==> src/rtl/interfaz_de_salida_param.sv <==
`default_nettype none
// ============================================================================
//  Module   : interfaz_de_salida_param
//  Purpose  : Output interface of an elevator controller. It keeps the button
//             lamps, the floor display and the direction display. Every
//             output is a register, so each output follows its inputs with
//             one clock of latency.
//
//  Parameters
//    PISOS    - number of served floors (2..16)
//    WP       - floor-number width, 2**WP >= PISOS
//    PARPADEO - half-period of the door blink, in clk cycles (2..255)
//    NB       - (local) button count = 3*PISOS-2
//               (PISOS cabin, PISOS-1 up, PISOS-1 down)
//
//  Ports
//    clk            in   single clock, rising edge
//    rst_n          in   synchronous reset, active low
//    solicitudes    in   [NB] one-cycle press pulses, one per button
//    atendidos      in   [NB] one-cycle served pulses, one per button
//    piso           in   [WP] current car floor
//    subiendo       in   car moving up
//    bajando        in   car moving down
//    puerta_abierta in   door open
//    luces          out  [NB] button lamps
//    display_num    out  [WP] floor shown
//    display_dir    out  [2]  00 idle, 10 up, 11 down, 01 door / pending
//    err_piso       out  piso was out of range in the previous cycle
//
//  Build option
//    INTERFAZ_PARPADEO_EN - when defined, the door code blinks between 00
//                           and 01 with a half-period of PARPADEO cycles.
//                           When undefined, the door code is a steady 01.
//
//  Revision : 1.0 - initial release
// ============================================================================
module interfaz_de_salida_param #(
    parameter int PISOS    = 4,
    parameter int WP       = 2,
    parameter int PARPADEO = 8
) (
    input  logic                 clk,
    input  logic                 rst_n,
    input  logic [3*PISOS-3:0]   solicitudes,
    input  logic [3*PISOS-3:0]   atendidos,
    input  logic [WP-1:0]        piso,
    input  logic                 subiendo,
    input  logic                 bajando,
    input  logic                 puerta_abierta,
    output logic [3*PISOS-3:0]   luces,
    output logic [WP-1:0]        display_num,
    output logic [1:0]           display_dir,
    output logic                 err_piso
);

    localparam int NB = 3*PISOS-2;

    // Display codes, one per direction state.
    localparam logic [1:0] c_DIR_IDLE = 2'b00;
    localparam logic [1:0] c_DIR_UP   = 2'b10;
    localparam logic [1:0] c_DIR_DOWN = 2'b11;
    localparam logic [1:0] c_DIR_DOOR = 2'b01;

    // ------------------------------------------------------------------------
    // Elaboration-time parameter guards
    // ------------------------------------------------------------------------
    if (PISOS < 2 || PISOS > 16) begin : g_bad_pisos
        $error("interfaz_de_salida_param: PISOS must be in 2..16");
    end
    if ((1 << WP) < PISOS) begin : g_bad_wp
        $error("interfaz_de_salida_param: 2**WP must be >= PISOS");
    end
    if (PARPADEO < 2 || PARPADEO > 255) begin : g_bad_parpadeo
        $error("interfaz_de_salida_param: PARPADEO must be in 2..255");
    end

    // ------------------------------------------------------------------------
    // Direction state machine encoding. The state code equals the display
    // code so the display is a direct copy except for the special cases.
    // ------------------------------------------------------------------------
    typedef enum logic [1:0] {
        REPOSO = 2'b00,
        SUBE   = 2'b10,
        BAJA   = 2'b11,
        PUERTA = 2'b01
    } state_t;

    state_t            r_state;
    state_t            w_state_next;

    logic [NB-1:0]     r_luces;
    logic [NB-1:0]     w_luces_next;
    logic              w_luces_any;

    logic [WP-1:0]     r_display_num;
    logic [1:0]        r_display_dir;
    logic [1:0]        w_display_dir_next;
    logic              r_err_piso;
    logic              w_piso_ok;

    // ------------------------------------------------------------------------
    // Button lamps: a press sets the lamp, a served pulse clears it, and a
    // press arriving together with a served pulse keeps the lamp on.
    // ------------------------------------------------------------------------
    assign w_luces_next = (r_luces & ~atendidos) | solicitudes;
    assign w_luces_any  = |w_luces_next;

    always_ff @(posedge clk) begin
        if (!rst_n) begin
            r_luces <= '0;
        end else begin
            r_luces <= w_luces_next;
        end
    end

    // ------------------------------------------------------------------------
    // Floor range check. When every code of piso is a legal floor the check
    // collapses to a constant, which avoids a comparison that can never fail.
    // ------------------------------------------------------------------------
    if ((1 << WP) == PISOS) begin : g_piso_full_range
        assign w_piso_ok = 1'b1;
    end else begin : g_piso_partial_range
        localparam logic [WP:0] c_PISOS_LIM = PISOS[WP:0];
        assign w_piso_ok = ({1'b0, piso} < c_PISOS_LIM);
    end

    // The display holds its last legal floor; err_piso is recomputed every
    // cycle, so it only stays high while piso keeps being out of range.
    always_ff @(posedge clk) begin
        if (!rst_n) begin
            r_display_num <= '0;
            r_err_piso    <= 1'b0;
        end else begin
            if (w_piso_ok) begin
                r_display_num <= piso;
            end
            r_err_piso <= ~w_piso_ok;
        end
    end

    // ------------------------------------------------------------------------
    // Direction FSM: state register
    // ------------------------------------------------------------------------
    always_ff @(posedge clk) begin
        if (!rst_n) begin
            r_state <= REPOSO;
        end else begin
            r_state <= w_state_next;
        end
    end

    // ------------------------------------------------------------------------
    // Direction FSM: next state. The door has the highest priority; a
    // contradictory up+down indication keeps whatever was shown before.
    // With no motion, a trip in progress is kept while lamps are still lit.
    // The lamp test uses the lamp value being registered this cycle so the
    // display and the lamps change together.
    // ------------------------------------------------------------------------
    always_comb begin
        w_state_next = r_state;
        if (puerta_abierta) begin
            w_state_next = PUERTA;
        end else if (subiendo && !bajando) begin
            w_state_next = SUBE;
        end else if (bajando && !subiendo) begin
            w_state_next = BAJA;
        end else if (subiendo && bajando) begin
            w_state_next = r_state;
        end else if ((r_state == SUBE || r_state == BAJA) && w_luces_any) begin
            w_state_next = r_state;
        end else begin
            w_state_next = REPOSO;
        end
    end

`ifdef INTERFAZ_PARPADEO_EN
    // ------------------------------------------------------------------------
    // Door blink. The counter only advances while the FSM stays in PUERTA;
    // entering or leaving PUERTA restarts it with the phase low, so every
    // door opening begins with a full "off" half-period.
    // ------------------------------------------------------------------------
    localparam logic [7:0] c_BLINK_LAST = 8'(PARPADEO - 1);

    logic [7:0] r_blink_cnt;
    logic [7:0] w_blink_cnt_next;
    logic       r_phase;
    logic       w_phase_next;

    always_comb begin
        w_blink_cnt_next = 8'd0;
        w_phase_next     = 1'b0;
        if (r_state == PUERTA && w_state_next == PUERTA) begin
            if (r_blink_cnt == c_BLINK_LAST) begin
                w_blink_cnt_next = 8'd0;
                w_phase_next     = ~r_phase;
            end else begin
                w_blink_cnt_next = r_blink_cnt + 8'd1;
                w_phase_next     = r_phase;
            end
        end
    end

    always_ff @(posedge clk) begin
        if (!rst_n) begin
            r_blink_cnt <= 8'd0;
            r_phase     <= 1'b0;
        end else begin
            r_blink_cnt <= w_blink_cnt_next;
            r_phase     <= w_phase_next;
        end
    end
`endif

    // ------------------------------------------------------------------------
    // Direction display, computed from the next state so that it is a plain
    // register on the output. An idle car with lit lamps shows the door code
    // to signal pending requests.
    // ------------------------------------------------------------------------
    always_comb begin
        w_display_dir_next = c_DIR_IDLE;
        case (w_state_next)
            REPOSO:  w_display_dir_next = w_luces_any ? c_DIR_DOOR : c_DIR_IDLE;
            SUBE:    w_display_dir_next = c_DIR_UP;
            BAJA:    w_display_dir_next = c_DIR_DOWN;
`ifdef INTERFAZ_PARPADEO_EN
            PUERTA:  w_display_dir_next = {1'b0, w_phase_next};
`else
            PUERTA:  w_display_dir_next = c_DIR_DOOR;
`endif
            default: w_display_dir_next = c_DIR_IDLE;
        endcase
    end

    always_ff @(posedge clk) begin
        if (!rst_n) begin
            r_display_dir <= c_DIR_IDLE;
        end else begin
            r_display_dir <= w_display_dir_next;
        end
    end

    // ------------------------------------------------------------------------
    // Outputs
    // ------------------------------------------------------------------------
    assign luces       = r_luces;
    assign display_num = r_display_num;
    assign display_dir = r_display_dir;
    assign err_piso    = r_err_piso;

endmodule
`default_nettype wire

==> config.mk <==
export PLATFORM = sky130hd
export DESIGN_NAME = interfaz_de_salida_param
export DESIGN_NICKNAME = d
export VERILOG_FILES = /design/src/rtl/interfaz_de_salida_param.sv
export SDC_FILE = /design/constraint.sdc
export NUM_CORES = 1
export LEC_CHECK = 0
export CAP_MARGIN = 20
export CORE_MARGIN = 2
export CORE_UTILIZATION = 23
export DETAILED_ROUTE_END_ITERATION = 7
export PLACE_DENSITY_LB_ADDON = 0.2
export SYNTH_ARGS = -nofsm -noshare
export SYNTH_HDL_FRONTEND = slang
export SYNTH_SLANG_ARGS = --single-unit
==> constraint.sdc <==
create_clock -name clk -period 1.6 [get_ports clk]
set_clock_uncertainty 0.2 [all_clocks]
set_input_delay 0.32 -clock clk [delete_from_list [all_inputs] [get_ports clk]]
set_output_delay 0.32 -clock clk [all_outputs]
set_load 0.01 [all_outputs]
==> results.sh <==
export IMPL_use_met1_pct=11.9
export IMPL_worst_hold_slack_ns=0.174
export IMPL_grt_met2_usage_pct=16.2
export IMPL_core_area_mm2=0.00278
export IMPL_failed_checks="negative setup slack"
export IMPL_p_leak_uw=0.000606
export IMPL_sw_frac_of_total_pct=24.6
export IMPL_crit_type="primary input to flop"
export IMPL_num_io_pins=42
export IMPL_vdd_drop_max_v=0.000400
export IMPL_arrival_ns=1.56
export IMPL_grt_max_degree=10
export IMPL_grt_pass1_wl_mm=2.58
export IMPL_final_util_pct=45.3
export IMPL_synth_simple_gate_area_share_pct=19.4
export IMPL_grt_pass1_vias=621
export IMPL_rsz0062_at_grt="true"
export IMPL_crit_buf_inv=3
export IMPL_clock_root_buffer="clkbuf_4"
export IMPL_die_w_um=58.6
export IMPL_fin_nets=153
export IMPL_grtUsageTotal_pct=9.82
export IMPL_required_ns=1.56
export IMPL_fin_tns_setup_ns=-0.00127
export IMPL_path_max_fanout=3
export IMPL_maxCapViolations=0
export IMPL_top_usage_layer="met2"
export IMPL_dieArea_mm2=0.00343
export IMPL_grt_antenna_before_repair=0
export IMPL_fin_cells=156
export IMPL_multi_input_area_um2=364
export IMPL_synth_xor_area_share_pct=0
export IMPL_clk_pin_slew_ns=0.09
export IMPL_layout_area_seq_um2=325
export IMPL_outcome="finished, violations left"
export IMPL_htree_levels=1
export IMPL_ant_nets=0
export IMPL_ys_async_sr_fraction_pct=0
export IMPL_setup_slack_ns=-0.00127
export IMPL_hold_class="primary input to flop"
export IMPL_hold_viol=0
export IMPL_drc_errors=0
export IMPL_synth_edf_count=0
export IMPL_synth_seq_cells=16
export IMPL_sequentialPowerShare_pct=48.6
export IMPL_cts_hold_buf=0
export IMPL_synth_most_common_cell="dfxtp_1"
export IMPL_timing_rr_start="luces[2]"
export IMPL_cts_path_max_buffers=2
export IMPL_place_congestion=0.792
export IMPL_use_met3_pct=2.86
export IMPL_critPathMaxStageDelay_ns=0.47
export IMPL_avgSynthCellArea_um2=9.25
export IMPL_crit_slowest_cell="clkdlybuf4s50_1"
export IMPL_power_frac_comb_pct=22.8
export IMPL_dp_hpwl_mm=1.30
export IMPL_synth_area_top_cells="dfxtp_1 47%, nor2_1 8.2%, a2111oi_4 8.0%"
export IMPL_cts_inserted_buffers=3
export IMPL_end_kind="flop"
export IMPL_syn2layout_area_growth_pct=83.9
export IMPL_internal_power_uw=683
export IMPL_first_pass_iters=4
export IMPL_crit_path_start="subiendo"
export IMPL_synthMuxAreaShare_pct=0
export IMPL_tritoncts="done"
export IMPL_path_cells="clkdlybuf4s50_1 > buf_4 > inv_1 > nor2_2 > nor3_4 > a2111oi_0"
export IMPL_syn_cell_area_um2=684
export IMPL_yosysUniqueCellTypes=24
export IMPL_viasPerCell=4.22
export IMPL_nFillCells=286
export IMPL_clock_sinks=16
export IMPL_die_y_um=58.6
export IMPL_crit_path_start_kind="primary input"
export IMPL_vias=658
export IMPL_synth_common_cells="16 x dfxtp_1, 15 x nor2_1, 10 x inv_1"
export IMPL_synth_warnings=0
export IMPL_drt_total_wl_mm=1.66
export IMPL_setup_violations=1
export IMPL_clock_latency_ns=0.28
export IMPL_min_period_ns=1.60
export IMPL_portBuffers=40
export IMPL_slew_viol_final=0
export IMPL_synth_cells=74
export IMPL_hp_start="atendidos[3]"
export IMPL_netlist_area_leader_share_pct=46.8
export IMPL_crit_family="buffers and inverters"
export IMPL_synth_top_family_by_area="compound AO/OA/AOI/OAI gates"
export IMPL_synth_main_ff_cell="dfxtp_1"
export IMPL_total_power_uw=906
export IMPL_pwr_share_clk_pct=28.6
export IMPL_start_util_pct=24.6
export IMPL_place_inst=151
export IMPL_max_freq_ghz=0.625
export IMPL_yosys_area_share_adder_pct=0
export IMPL_post_route_period_util_pct=100
export IMPL_synth_top_area_cell="dfxtp_1"
export IMPL_power_density_mw_per_mm2=719
export IMPL_diodes=0
export IMPL_drive_gt1_share_pct=29.6
export IMPL_gr_total_overflow=0
export IMPL_seq_area_frac_synth_pct=46.8
export IMPL_rows=19
export IMPL_synth_compound_area_share_pct=25.6
export IMPL_wl_per_cell_um=10.6
export IMPL_drtIter0Drc=11
export IMPL_switchingPower_uw=223
export IMPL_syn_num_nets=101
cell type report:
type | count | area share, %
multi-input cells | 45 | 28.9
well taps | 31 | 3.08
inverters | 11 | 3.28
flip-flops and latches | 16 | 25.8
repair buffers | 49 | 36.0
clock buffers | 4 | 2.88
registers in the layout, summed over array words and instances, names as in the netlist:
signal	cells
display_dir	2
luces	10
r_state	2
display_num	2
repair_timing:
| item | 4_1_cts | 5_1_grt |
|---|---|---|
| resized for setup | 26 | 20 |
| setup buffers | 0 | 1 |
| hold endpoints to repair | 0 | 0 |
| pin swaps | 6 | 14 |
| endpoints found under the setup margin | 18 | 4 |
power by group through the flow:
stage	Sequential, uW	Combinational [uW]	Clock [uW]
4_1_cts	438	196	271
2_1_floorplan	457	65.2	0
6_report	440	207	259
5_1_grt	444	226	285
3_3_place_gp	447	213	0
3_5_place_dp	448	215	0
layer usage:
metal	wire, um	vias up
met3	128	0
li1	-	345
met4	0	0
met1	725	288
met5	0	-
met2	803	25
worst paths after layout:
kind	slack [ns]	end	depth (start not counted)
max	-0.001	r_state[1]	6
min	0.17	luces[3]	4
max reg2reg	0.06	display_dir[0]	5
min reg2reg	0.32	luces[3]	2
layout by cell type (no fill, tap or decap), types with 2 or more instances in the layout:
master / instances
inv_2: 2
inv_1: 9
a21oi_2: 7
a21oi_1: 3
dfxtp_2: 4
a2111oi_4: 2
clkdlybuf4s50_1: 13
o21ai_1: 2
dfxtp_1: 12
dlygate4sd2_1: 22
and2_1: 2
clkbuf_4: 3
buf_4: 9
nor2b_4: 2
nor2_1: 14
dlymetal6s2s_1: 5
cells by family (layout without fill, tap and decap cells):
logic type             Yosys count  after routing
and+or+nand+nor                 25             25
AOI/OAI and AO/OA               19             19
DFF                             16             16
buffers and inverters           13             64
other                            1              1
per-stage QoR:
stage               area, um2  setup WS [ns]
floorplan                 684         0.0754
global placement         1170         -0.449
detailed placement       1170         -0.482
CTS                      1190        0.00150
global route             1260        -0.0784
finish                   1260       -0.00127
tightest hold or removal path, cell delays in order:
cell            delay, ns
dlymetal6s2s_1       0.12
inv_1                0.06
a21oi_2              0.06
nor2_1               0.07
Note: power is estimated with default switching activity, not from simulation.
